$ cat src/rtl/div_pkg.sv
// Shared definitions for the sequential restoring divider: FSM encodings
// and the default operand width.
package div_pkg;

  localparam int DIV_WIDTH = 4;

  typedef enum logic [1:0] {
    S_IDLE = 2'd0,
    S_RUN  = 2'd1,
    S_DONE = 2'd2
  } state_t;

endpackage

$ cat src/rtl/div_step.sv
// One restoring-division iteration: shift {R,Q} left, trial-subtract the
// divisor, and keep the difference only when it does not borrow.
module div_step
  import div_pkg::*;
#(
  parameter int WIDTH = DIV_WIDTH
) (
  input  logic [WIDTH:0]   r,
  input  logic [WIDTH-1:0] q,
  input  logic [WIDTH-1:0] divisor,
  output logic [WIDTH:0]   r_next,
  output logic [WIDTH-1:0] q_next
);

  logic [WIDTH+1:0] shifted;
  logic [WIDTH+1:0] trial;

  // Subtract one bit wider than R so the top bit of trial is the borrow.
  always_comb begin
    shifted = {r, q[WIDTH-1]};
    trial   = shifted - {2'b00, divisor};
    if (trial[WIDTH+1]) begin
      r_next = shifted[WIDTH:0];
      q_next = {q[WIDTH-2:0], 1'b0};
    end else begin
      r_next = trial[WIDTH:0];
      q_next = {q[WIDTH-2:0], 1'b1};
    end
  end

endmodule

$ cat src/rtl/seq_divider.sv
// Sequential unsigned restoring divider with start/busy/done handshake.
// Produces one quotient bit per clock; results hold until the next completion.
module seq_divider
  import div_pkg::*;
#(
  parameter int WIDTH = DIV_WIDTH
) (
  input  logic             clk,
  input  logic             rst_n,
  input  logic             start,
  input  logic [WIDTH-1:0] dividend,
  input  logic [WIDTH-1:0] divisor,
  output logic             busy,
  output logic             done,
  output logic [WIDTH-1:0] quotient,
  output logic [WIDTH-1:0] remainder,
  output logic             div_by_zero
);

  localparam int CW = $clog2(WIDTH) + 1;
  localparam logic [CW-1:0] LAST = CW'(WIDTH - 1);

  state_t           state, state_next;
  logic [WIDTH:0]   r, r_next;
  logic [WIDTH-1:0] q, q_next, divisor_r;
  logic [CW-1:0]    count;
  logic             zero_pend;
  logic             accept;

  div_step #(.WIDTH(WIDTH)) u_step (
    .r      (r),
    .q      (q),
    .divisor(divisor_r),
    .r_next (r_next),
    .q_next (q_next)
  );

  assign busy = (state == S_RUN);
  assign done = (state == S_DONE);

  // A zero divisor waits one idle cycle in zero_pend so its result lands one edge after acceptance.
  always_comb begin
    accept     = 1'b0;
    state_next = state;
    case (state)
      S_IDLE, S_DONE: begin
        if (zero_pend) begin
          state_next = S_DONE;
        end else if (start) begin
          accept     = 1'b1;
          state_next = (divisor == '0) ? S_IDLE : S_RUN;
        end else begin
          state_next = S_IDLE;
        end
      end
      S_RUN: begin
        if (count == LAST) state_next = S_DONE;
      end
      default: state_next = S_IDLE;
    endcase
  end

  always_ff @(posedge clk or negedge rst_n) begin
    if (!rst_n) state <= S_IDLE;
    else        state <= state_next;
  end

  // The working quotient register doubles as the latched dividend for the zero-divisor result.
  always_ff @(posedge clk or negedge rst_n) begin
    if (!rst_n) begin
      r           <= '0;
      q           <= '0;
      divisor_r   <= '0;
      count       <= '0;
      zero_pend   <= 1'b0;
      quotient    <= '0;
      remainder   <= '0;
      div_by_zero <= 1'b0;
    end else if (accept) begin
      r         <= '0;
      q         <= dividend;
      divisor_r <= divisor;
      count     <= '0;
      zero_pend <= (divisor == '0);
    end else if (zero_pend) begin
      zero_pend   <= 1'b0;
      quotient    <= '1;
      remainder   <= q;
      div_by_zero <= 1'b1;
    end else if (state == S_RUN) begin
      r     <= r_next;
      q     <= q_next;
      count <= count + 1'b1;
      if (count == LAST) begin
        quotient    <= q_next;
        remainder   <= r_next[WIDTH-1:0];
        div_by_zero <= 1'b0;
      end
    end
  end

endmodule
$ cat config.mk
export PLATFORM = sky130hd
export DESIGN_NAME = seq_divider
export DESIGN_NICKNAME = d
export VERILOG_FILES = /design/src/rtl/div_pkg.sv /design/src/rtl/div_step.sv /design/src/rtl/seq_divider.sv
export SDC_FILE = /design/constraint.sdc
export NUM_CORES = 1
export LEC_CHECK = 0
export CORE_MARGIN = 10
export CORE_UTILIZATION = 30
export CTS_CLUSTER_SIZE = 40
export DETAILED_ROUTE_END_ITERATION = 16
export GPL_ROUTABILITY_DRIVEN = 0
export GPL_TIMING_DRIVEN = 0
export PLACE_DENSITY = 0.55
export RECOVER_POWER = 50
export SETUP_SLACK_MARGIN = 0.2
export SLEW_MARGIN = 25
export SYNTH_ARGS = -nofsm -noshare
export SYNTH_HDL_FRONTEND = slang
export SYNTH_SLANG_ARGS = --single-unit
$ cat constraint.sdc
create_clock -name clk -period 2 [get_ports clk]
set_clock_uncertainty 0.2 [all_clocks]
set_input_delay 0.4 -clock clk [delete_from_list [all_inputs] [get_ports clk]]
set_output_delay 0.4 -clock clk [all_outputs]
set_load 0.05 [all_outputs]
==> results.sh, run 1 <==
export IMPL_core_um2=4690
export IMPL_crit_top_cell="inv_2"
export IMPL_cpLargestDelayFamily="simple AND/OR/NAND/NOR gates"
export IMPL_ys_types=42
export IMPL_syn_avg_cell_area_um2=9.86
export IMPL_first_iter_violations=83
export IMPL_synth_xor_area_share_pct=0.608
export IMPL_cp_max_fo=3
export IMPL_first_pass_iters=5
export IMPL_tritoncts="built"
export IMPL_synth_compound_area_share_pct=17.5
export IMPL_netlist_top_cells_area="dfrtp_1, nand2_1, ha_1"
export IMPL_antenna_found_initial=0
export IMPL_yosysTopAreaCell="dfrtp_1"
export IMPL_fillers=442
export IMPL_clkLatencyLatePin_ns=0.28
export IMPL_syn_inst=146
export IMPL_critPathSlowestCell="or4_1"
export IMPL_io_pins=22
export IMPL_vias=1211
export IMPL_start_util_pct=30.7
export IMPL_io_buffers=21
export IMPL_clkTransAtPathRegs_ns=0.10
export IMPL_synth_mux_area_share_pct=3.21
export IMPL_cts_max_path_buffers=2
export IMPL_grt_use_total_pct=9.89
export IMPL_dp_slack_ns=-0.460
export IMPL_worst_slew_pin_slew_ns=0.683
export IMPL_status="complete, but fails checks"
export IMPL_drt_antenna_violating_nets=0
export IMPL_holdWs_ns=0.287
export IMPL_end_kind="flip-flop"
export IMPL_fin_crit_sh_pct=106
export IMPL_viasPerCell=5.11
export IMPL_fmax_mhz=473
export IMPL_criticalPathCategory="flip-flop to flip-flop"
export IMPL_post_route_drc_count=0
export IMPL_crit_chain="inv_2 > ha_4 > inv_2 > fa_2 > a21o_2 > a21o_1 > or4_1 > nand3_1"
export IMPL_fin_area_um2=2060
export IMPL_grt_start_max_net_pins=29
export IMPL_met1_length_um=1630
export IMPL_seq_area_frac_synth_pct=48.7
export IMPL_violations="setup timing"
export IMPL_slew_viol_final=0
export IMPL_synth_fa_ha_area_share_pct=6.60
export IMPL_die_x_um=89.3
export IMPL_place_area_um2=1750
export IMPL_grt_pass1_wl_um=6110
export IMPL_ys_flop_type="dfrtp_1"
export IMPL_worst_slack_ns=-0.115
export IMPL_dp_hpwl_um=2670
export IMPL_dieArea_um2=7970
export IMPL_cts_num_sinks=28
export IMPL_finalHoldViolCount=0
export IMPL_ctsHtreeMaxLevel=1
export IMPL_relSlewSlack_pct=54.4
export IMPL_diodes=0
export IMPL_wl_met2_um=1730
export IMPL_nNetsFinal=202
export IMPL_routed_top_layer="met4"
export IMPL_synth_seq_cells=28
export IMPL_worst_ep_required_time_ns=2.02
export IMPL_crit_path_max_incr_delay_ns=0.41
export IMPL_setup_viol=6
export IMPL_synthSimpleGateAreaFrac_pct=19.7
export IMPL_async_flop_share_pct=100
export IMPL_grt_setup_unrepaired="yes"
export IMPL_yosysWarningCount=0
export IMPL_synth_edf_count=0
export IMPL_hp_class="flip-flop to flip-flop"
export IMPL_critPathArrivalTime_ns=2.13
export IMPL_drive_gt1_share_pct=33.3
export IMPL_cts_root_buf="clkbuf_8"
export IMPL_grt_overflow_total=0
export IMPL_dr_wl_met3_um=99
export IMPL_synth_fp_nets=164
export IMPL_syn_area_um2=1440
export IMPL_area_growth_pct=43.0
export IMPL_period_needed_ns=2.12
export IMPL_path_buf_inv=2
export IMPL_start_kind="flip-flop"
export IMPL_first_global_vias=1254
export IMPL_maxCapViolations=0
export IMPL_synth_common_cells="nand2_1, dfrtp_1, nand3_1"
export IMPL_wl_um=3560
export IMPL_synth_top_area_share_pct=48.7
export IMPL_fp_dieH_um=89.3
export IMPL_fin_util_pct=43.9
export IMPL_synth_top_family_by_area="simple AND/OR/NAND/NOR gates"
export IMPL_num_rows=25
export IMPL_drt_wirelength_per_cell_um=15.0
export IMPL_cts_buffers_inserted=3
export IMPL_synth_most_common_cell="nand2_1"
## what timing repair did
action / CTS / global route
gates resized for setup: 39 / 34
pin swaps: 1 / 1
endpoints found under the hold margin: 28 / 0
hold buffers: 1 / 0
buffers inserted: 10 / 1
setup endpoints to repair: 34 / 32
## metal layers
metal,vias up,global-route usage [%]
met1,591,12.0
met3,6,1.46
met4,0,5.35
met2,25,16.4
li1,589,-
met5,-,0
## state kept, by name (all words and copies together), names as in the netlist
register     cells
state            2
quotient         4
q                4
div_by_zero      1
count            3
r                5
divisor_r        4
remainder        4
zero_pend        1
## cell families after synthesis
| logic type | Yosys count |
|---|---|
| multiplexers | 4 |
| AO/OA/AOI/OAI | 33 |
| XOR/XNOR | 1 |
| flip-flops | 28 |
| adder cells (fa/ha/maj) | 7 |
| AND/OR/NAND/NOR | 60 |
| buffers and inverters | 13 |
## area by class of cell
class / instances / area (um^2) / area share (%)
multi-input combinational: 105 / 867 / 42.1
buffer: 5 / 27.5 / 1.34
tap: 54 / 67.6 / 3.28
clock inverter: 1 / 30.0 / 1.46
timing repair buffer: 33 / 292 / 14.2
clock buffer: 3 / 41.3 / 2.00
inverter: 8 / 32.5 / 1.58
sequential: 28 / 702 / 34.1
## per-stage QoR
step,instances,TNS [ns]
2_1_floorplan,146,-0.0724
3_3_place_gp,221,-7.32
3_5_place_dp,221,-6.63
4_1_cts,236,-0.452
5_1_grt,237,-0.915
6_report,237,-0.342
## cell usage in the layout (no fill, tap or decap), types with 3 or more instances in the layout
| cell type | n |
|---|---|
| dfrtp_1 | 27 |
| a22oi_1 | 4 |
| clkdlybuf4s50_1 | 8 |
| clkbuf_8 | 3 |
| o21ai_0 | 7 |
| o21ai_1 | 4 |
| inv_2 | 4 |
| ha_4 | 4 |
| clkdlybuf4s15_1 | 5 |
| nand2_1 | 28 |
| clkbuf_2 | 6 |
| nor2_1 | 4 |
| nand3_1 | 10 |
| buf_4 | 11 |
## final timing paths
| kind | start | end | slack (ns) | cells after the start |
|---|---|---|---|---|
| setup reg to reg | q[3] | r[4] | -0.12 | 8 |
| hold / removal | div_by_zero | div_by_zero | 0.29 | 2 |
| setup / recovery | q[3] | r[4] | -0.12 | 8 |
| min in group asynchronous | rst_n | count[0] | 0.48 | 2 |
| max in group asynchronous | rst_n | r[2] | 0.63 | 2 |
| hold reg to reg | div_by_zero | div_by_zero | 0.29 | 2 |
## worst min-delay path: cells and delay by family, from the launching register on
family / cells / cell delay [ns]
and+or+nand+nor: 2 / 0.10
DFF: 1 / 0.36
Power of run 1 is not shown: default switching activity piles up to over one toggle a cycle in this logic, so the estimate is an artifact.
==> run 2: changes to the inputs <==
--- a/config.mk
+++ b/config.mk
@@ -5,6 +5,7 @@
 export SDC_FILE = /design/constraint.sdc
 export NUM_CORES = 1
 export LEC_CHECK = 0
+export ABC_CLOCK_PERIOD_IN_PS = 2000
 export CORE_MARGIN = 10
 export CORE_UTILIZATION = 30
 export CTS_CLUSTER_SIZE = 40
==> results of run 2 <==
The final DEF is identical to that of run 1; final timing and power are the same.
Power of run 2 is left out for the same reason.
